File: config.mk
export PLATFORM = sky130hd
export DESIGN_NAME = ps2_kbd_ctrl_flat
export DESIGN_NICKNAME = d
export VERILOG_FILES = /design/src/rtl/ps2_kbd_ctrl_if.sv /design/src/rtl/ps2_kbd_ctrl.sv /design/src/flat_wrapper.sv
export SDC_FILE = /design/constraint.sdc
export NUM_CORES = 1
export LEC_CHECK = 0
export ABC_AREA = 1
export BUFFER_PORTS_ARGS = -buffer_cell sky130_fd_sc_hd__buf_2
export CAP_MARGIN = 20
export CORE_ASPECT_RATIO = 0.9
export CORE_MARGIN = 1
export CORE_UTILIZATION = 45
export CTS_BUF_LIST = sky130_fd_sc_hd__clkbuf_4 sky130_fd_sc_hd__clkbuf_8
export DETAILED_ROUTE_END_ITERATION = 10
export HOLD_SLACK_MARGIN = 0.15
export SLEW_MARGIN = 20
export SYNTH_ARGS = -nofsm -noshare
export SYNTH_HDL_FRONTEND = slang
export SYNTH_SLANG_ARGS = --single-unit
export TNS_END_PERCENT = 50
File: constraint.sdc
create_clock -name clk -period 3.76 [get_ports clk]
set_clock_uncertainty 0.1 [all_clocks]
set_input_delay 0 -clock clk [delete_from_list [all_inputs] [get_ports clk]]
set_output_delay 0 -clock clk [all_outputs]
set_load 0.05 [all_outputs]
File: src/rtl/ps2_kbd_ctrl_if.sv
// Key-event handshake bundle between the PS/2 controller and its consumer.
//   key_valid : head event available (controller -> consumer)
//   key_ready : consumer accepts the head event (consumer -> controller)
//   key_code  : scan code of head event
//   key_break : head event was a release (F0 prefix seen)
//   key_ext   : head event was an extended key (E0 prefix seen)
interface ps2_kbd_ctrl_if;
  logic       key_valid;
  logic       key_ready;
  logic [7:0] key_code;
  logic       key_break;
  logic       key_ext;

  modport master (output key_valid, key_code, key_break, key_ext, input key_ready);
  modport slave  (input key_valid, key_code, key_break, key_ext, output key_ready);
endinterface

File: src/rtl/ps2_kbd_ctrl.sv
// PS/2 keyboard receive controller.
// Synchronises and de-glitches ps2c/ps2d, assembles 11-bit frames (start, 8 data
// LSB-first, odd parity, stop), folds E0/F0 prefixes into key events and queues
// the events in a small FIFO drained over a valid/ready handshake.
// Ports:
//   clk, reset     : system clock, synchronous active-high reset
//   ps2d, ps2c     : asynchronous PS/2 data/clock lines
//   rx_en          : receive enable (0 parks the frame FSM in IDLE)
//   key            : event handshake (master side)
//   err_parity     : 1-cycle pulse, frame failed odd parity
//   err_frame      : 1-cycle pulse, bad stop bit or inter-edge timeout
//   overflow       : 1-cycle pulse, event dropped because FIFO was full
module ps2_kbd_ctrl #(
  parameter int FILTER_LEN     = 8,
  parameter int TIMEOUT_CYCLES = 50000,
  parameter int FIFO_DEPTH     = 4
) (
  input  logic           clk,
  input  logic           reset,
  input  logic           ps2d,
  input  logic           ps2c,
  input  logic           rx_en,
  ps2_kbd_ctrl_if.master key,
  output logic           err_parity,
  output logic           err_frame,
  output logic           overflow
);
  localparam int FCW = $clog2(FILTER_LEN + 1);
  localparam int TOW = $clog2(TIMEOUT_CYCLES + 1);
  localparam int PW  = $clog2(FIFO_DEPTH);
  localparam int CW  = $clog2(FIFO_DEPTH + 1);

  typedef enum logic [1:0] {S_IDLE, S_DATA, S_PARITY, S_STOP} state_t;

  // ---------------- input path ----------------
  logic [1:0]     c_sync_q, d_sync_q;
  logic           filt_q, filt_prev_q;
  logic [FCW-1:0] flt_cnt_q;
  logic           fall, din;

  always_ff @(posedge clk) begin
    if (reset) begin
      c_sync_q    <= 2'b11;
      d_sync_q    <= 2'b11;
      filt_q      <= 1'b1;
      filt_prev_q <= 1'b1;
      flt_cnt_q   <= '0;
    end else begin
      c_sync_q    <= {c_sync_q[0], ps2c};
      d_sync_q    <= {d_sync_q[0], ps2d};
      filt_prev_q <= filt_q;
      // Count consecutive samples that disagree with the filtered level; any
      // agreeing sample restarts the run, so short glitches never propagate.
      if (c_sync_q[1] == filt_q) begin
        flt_cnt_q <= '0;
      end else if (flt_cnt_q == FCW'(FILTER_LEN - 1)) begin
        filt_q    <= c_sync_q[1];
        flt_cnt_q <= '0;
      end else begin
        flt_cnt_q <= flt_cnt_q + FCW'(1);
      end
    end
  end

  assign fall = filt_prev_q & ~filt_q;
  assign din  = d_sync_q[1];

  // ---------------- frame FSM ----------------
  state_t         state_q, state_d;
  logic [2:0]     bit_q, bit_d;
  logic [7:0]     data_q, data_d;
  logic           par_q, par_d;
  logic [TOW-1:0] to_q, to_d;
  logic           byte_done, perr, ferr;

  always_ff @(posedge clk) begin
    if (reset) begin
      state_q <= S_IDLE;
      bit_q   <= '0;
      data_q  <= '0;
      par_q   <= 1'b0;
      to_q    <= '0;
    end else begin
      state_q <= state_d;
      bit_q   <= bit_d;
      data_q  <= data_d;
      par_q   <= par_d;
      to_q    <= to_d;
    end
  end

  always_comb begin
    state_d   = state_q;
    bit_d     = bit_q;
    data_d    = data_q;
    par_d     = par_q;
    to_d      = (state_q == S_IDLE || fall) ? '0 : to_q + TOW'(1);
    byte_done = 1'b0;
    perr      = 1'b0;
    ferr      = 1'b0;
    if (!rx_en) begin
      state_d = S_IDLE;
      to_d    = '0;
    end else if (state_q != S_IDLE && !fall && to_q == TOW'(TIMEOUT_CYCLES - 1)) begin
      // Keyboard stalled mid-frame: drop the partial byte.
      state_d = S_IDLE;
      ferr    = 1'b1;
      to_d    = '0;
    end else if (fall) begin
      case (state_q)
        S_IDLE: if (!din) begin
          state_d = S_DATA;
          bit_d   = '0;
        end
        S_DATA: begin
          data_d[bit_q] = din;
          bit_d         = bit_q + 3'd1;
          if (bit_q == 3'd7) state_d = S_PARITY;
        end
        S_PARITY: begin
          par_d   = din;
          state_d = S_STOP;
        end
        S_STOP: begin
          state_d = S_IDLE;
          if (!din)                 ferr      = 1'b1;
          else if (^data_q ^ par_q) byte_done = 1'b1;
          else                      perr      = 1'b1;
        end
        default: state_d = S_IDLE;
      endcase
    end
  end

  // ---------------- prefix decoder + FIFO ----------------
  logic           ext_q, ext_d, brk_q, brk_d;
  logic [9:0]     mem_q [FIFO_DEPTH];
  logic [PW-1:0]  wr_q, rd_q;
  logic [CW-1:0]  fcnt_q;
  logic           push, pop, full, wr_en, valid;

  assign push  = byte_done && data_q != 8'hE0 && data_q != 8'hF0;
  assign valid = (fcnt_q != '0);
  assign full  = (fcnt_q == CW'(FIFO_DEPTH));
  assign pop   = valid & key.key_ready;
  // A pop in the same cycle frees the slot, so a full FIFO can still accept.
  assign wr_en = push & (~full | pop);

  always_comb begin
    ext_d = ext_q;
    brk_d = brk_q;
    if (perr || ferr) begin
      ext_d = 1'b0;
      brk_d = 1'b0;
    end else if (byte_done) begin
      if (data_q == 8'hE0)      ext_d = 1'b1;
      else if (data_q == 8'hF0) brk_d = 1'b1;
      else begin
        ext_d = 1'b0;
        brk_d = 1'b0;
      end
    end
  end

  always_ff @(posedge clk) begin
    if (reset) begin
      ext_q      <= 1'b0;
      brk_q      <= 1'b0;
      wr_q       <= '0;
      rd_q       <= '0;
      fcnt_q     <= '0;
      err_parity <= 1'b0;
      err_frame  <= 1'b0;
      overflow   <= 1'b0;
    end else begin
      ext_q      <= ext_d;
      brk_q      <= brk_d;
      err_parity <= perr;
      err_frame  <= ferr;
      overflow   <= push & full & ~pop;
      if (wr_en) wr_q <= wr_q + PW'(1);
      if (pop)   rd_q <= rd_q + PW'(1);
      case ({wr_en, pop})
        2'b10:   fcnt_q <= fcnt_q + CW'(1);
        2'b01:   fcnt_q <= fcnt_q - CW'(1);
        default: fcnt_q <= fcnt_q;
      endcase
    end
  end

  always_ff @(posedge clk) begin
    if (wr_en) mem_q[wr_q] <= {ext_q, brk_q, data_q};
  end

  assign key.key_valid = valid;
  assign key.key_code  = valid ? mem_q[rd_q][7:0] : 8'h00;
  assign key.key_break = valid & mem_q[rd_q][8];
  assign key.key_ext   = valid & mem_q[rd_q][9];
endmodule
File: src/flat_wrapper.sv
// flat-port wrapper written by rule: the top's interface ports become plain ports
module ps2_kbd_ctrl_flat 
#(
  parameter int FILTER_LEN     = 8,
  parameter int TIMEOUT_CYCLES = 50000,
  parameter int FIFO_DEPTH     = 4
)
  (clk, reset, ps2d, ps2c, rx_en, err_parity, err_frame, overflow, key_key_valid, key_key_code, key_key_break, key_key_ext, key_key_ready);
  ps2_kbd_ctrl_if key_i ();
  input  logic clk;
  input  logic reset;
  input  logic ps2d;
  input  logic ps2c;
  input  logic rx_en;
  output logic err_parity;
  output logic err_frame;
  output logic overflow;
  output wire logic [$bits(key_i.key_valid)-1:0] key_key_valid;
  output wire logic [$bits(key_i.key_code)-1:0] key_key_code;
  output wire logic [$bits(key_i.key_break)-1:0] key_key_break;
  output wire logic [$bits(key_i.key_ext)-1:0] key_key_ext;
  input wire logic [$bits(key_i.key_ready)-1:0] key_key_ready;
  assign key_key_valid = key_i.key_valid;
  assign key_key_code = key_i.key_code;
  assign key_key_break = key_i.key_break;
  assign key_key_ext = key_i.key_ext;
  assign key_i.key_ready = key_key_ready;
  ps2_kbd_ctrl #(.FILTER_LEN(FILTER_LEN), .TIMEOUT_CYCLES(TIMEOUT_CYCLES), .FIFO_DEPTH(FIFO_DEPTH)) u_core (.clk(clk), .reset(reset), .ps2d(ps2d), .ps2c(ps2c), .rx_en(rx_en), .key(key_i), .err_parity(err_parity), .err_frame(err_frame), .overflow(overflow));
endmodule
==> results.ini <==
[outcome]
outcome = finished clean

[route]
vias = 2972
wl_um = 7610
wire_per_inst_um = 12.6
firstDrtPassIters = 4
met2_length_um = 3540
drt-initial-drc-count = 125
route.met3.wl_um = 178
maxUsedRoutingLayer = met4
vias_per_cell = 4.90
ant_nets = 0
drt-met1-wl_um = 3790
drc = 0

[clock_network]
clk_latency_ns = 0.36
cts_made_buffers = 9
root_buffer = clkbuf_8
htreeDepth = 3
cts_tree = built
clkTransAtPathRegs_ns = 0.10
clock-sinks = 94
ctsResizeCount = 0
clockBufferDepth = 2

[synth]
avgSynthCellArea_um2 = 9.22
syn_area_um2 = 4140
yosys.area.top_type_share_pct = 29.0
synth_top_cell_by_area = edfxtp_1
yosys-top-cells-count = 76 x nor2_1, 54 x dfxtp_1, 54 x inv_1
ys_async_sr_fraction_pct = 0
synthTopCellsByArea = edfxtp_1 29%, dfxtp_1 26%, nor2_1 6.9%
yosysSeqAreaShare_pct = 55.1
ys_types = 37
ys_warn_count = 0
synth_cells = 449
yosys.cell_count.top_type = nor2_1
syn-num-nets = 473
synth_seq_cells = 94
synthFlopType = dfxtp_1
synth_edf_count = 40

[timing]
tns_ns = 0
worst_pin_slew_ns = 0.714
final_max_slew_viol_count = 0
finalSetupViolCount = 0
maxSlewHeadroom_pct = 52.3
period_needed_ns = 2.69
period_share_pct = 71.6
fmax_ghz = 0.371
rsz0062_at_grt = false
hold_violations = 0

[power_and_ir_drop]
powerDensity_nw_per_um2 = 411
fin_total_pwr_mw = 1.91
ir_worst_vdd_mv = 0.252
p_leak_nw = 1.87

[grt]
grt_usage_pct = 16.9
antenna_found_initial = 0
grt_pass1_vias = 2668
grt-ovfl-total = 0
grt_max_degree = 22
grt_pass1_wl_um = 12200

[final_layout]
drive_above_1_share_pct = 13.8
fin_nets = 506
fin_util_pct = 53.3
syn_to_final_growth_pct = 12.5
num_antenna_cells = 0
fin_cells = 606

[floorplanning]
fp.coreArea_um2 = 8730
start_util_pct = 47.4
die_h_um = 93.0
design.die.area_um2 = 9590
io_pins = 20
fp.dieW_um = 103
rows = 32

[worst_setup_path]
slowest_delay_ns = 0.45
worst_setup_path_start_kind = flip-flop
end_kind = flip-flop
cpMaxStageDelayCell = fa_1
critical_path.cell_chain = inv_1, ha_1, inv_1, nand2_1, nand2_1, nand2_1, nand3_1, nand4_1, inv_1, nand2_2, nand2_1, inv_1, fa_1, inv_1, nand3_1, a21oi_1, nor2_1
crit_type = reg2reg
cp.required_ns = 3.92
cp_max_fo = 6
path_common_cell = inv_1
crit_arrival_ns = 2.86

[place]
gp_congestion = 0.747
dpl.cell_count = 581
hpwl_um = 5230
portBuffers = 19

[hold_path]
hold_class = reg2reg

[job]
timing.max_cap.violations = 0

[cells by family (layout without fill, tap and decap cells)]
family                   after synthesis  in the layout  synth area share [%]
flip-flops                            94             94                  55.1
adder cells (fa/ha/maj)               18             18                  5.62
AND/OR/NAND/NOR                      180            180                  20.9
buffers and inverters                 68            106                  6.20
AO/OA/AOI/OAI                         85             85                  11.3
XOR/XNOR                               4              4                 0.847
[stage by stage]
step / setup slack (ns) / area [um^2] / hold slack [ns]
3_5_place_dp: 1.11 / 4370 / 0.0866
4_1_cts: 1.07 / 4650 / 0.316
5_1_grt: 0.776 / 4650 / 0.332
6_report: 1.07 / 4650 / 0.315
3_3_place_gp: 1.19 / 4370 / 0.0817
2_1_floorplan: 1.32 / 4140 / 0.00381
[final cells by class]
class                      instances  area, um^2
sequential                        94        2280
tap                              119         149
clock buffer                       9         124
clock inverter                     7        66.3
fill                             829        4070
multi-input combinational        287        1600
inverter                          58         218
timing repair buffer              32         215
[critical path: cells and delay by family, from the launching register on]
family                   cells  cell delay [ns]
AO/OA/AOI/OAI                1             0.17
buffers and inverters        5             0.40
flip-flops                   1             0.41
adder cells (fa/ha/maj)      2             0.76
AND/OR/NAND/NOR              9             0.75
[final timing paths]
path	start	endpoint	slack (ns)	depth (start not counted)
setup / recovery	u_core.data_q[4]$_SDFFE_PP0P_	u_core.fcnt_q[2]$_SDFFE_PP0P_	1.07	17
setup reg to reg	u_core.data_q[4]$_SDFFE_PP0P_	u_core.fcnt_q[2]$_SDFFE_PP0P_	1.07	17
hold reg to reg	u_core.c_sync_q[0]$_SDFF_PP1_	u_core.c_sync_q[1]$_SDFF_PP1_	0.32	1
hold / removal	u_core.c_sync_q[0]$_SDFF_PP1_	u_core.c_sync_q[1]$_SDFF_PP1_	0.32	1
[cell usage in the layout, fill, tap and decap left out, types with 4 or more instances in the layout]
cell type,n
nand3_1,17
dfxtp_1,54
inv_1,54
edfxtp_1,40
nand4_1,7
nor2_1,76
nor3_1,7
ha_1,17
a211oi_1,4
nor3b_1,4
o21ai_0,31
nand2_1,43
clkbuf_8,9
or2_2,4
buf_4,4
a311oi_1,5
buf_2,19
nor2_2,5
dlygate4sd3_1,9
a21oi_1,38
nand2_2,4
[metal layers]
layer / vias to the layer above / GRT usage, %
met4: 0 / 6.46
met3: 9 / 3.36
met5: - / 0
li1: 1563 / -
met2: 35 / 28.4
met1: 1365 / 21.5
[state kept, by name, indices dropped and copies added, names as in the netlist, 3 cells and up, named ones only]
name              cells
u_core.to_q          16
u_core.bit_q          3
u_core.data_q         8
u_core.flt_cnt_q      4
u_core.mem_q         40
u_core.fcnt_q         3
[what timing repair did]
item,in CTS,in global routing
endpoints found under the hold margin,42,0
setup endpoints to repair,0,0
setup buffers,0,0
hold buffers,9,0
[report_power, final]
group          switching, mW  leakage [nW]  internal, mW
combinational          0.143         0.903        0.0516
sequential            0.0205         0.873          1.07
clock                  0.378        0.0975         0.255
total                  0.541          1.87          1.37
Note: power is estimated with default switching activity, not from simulation.
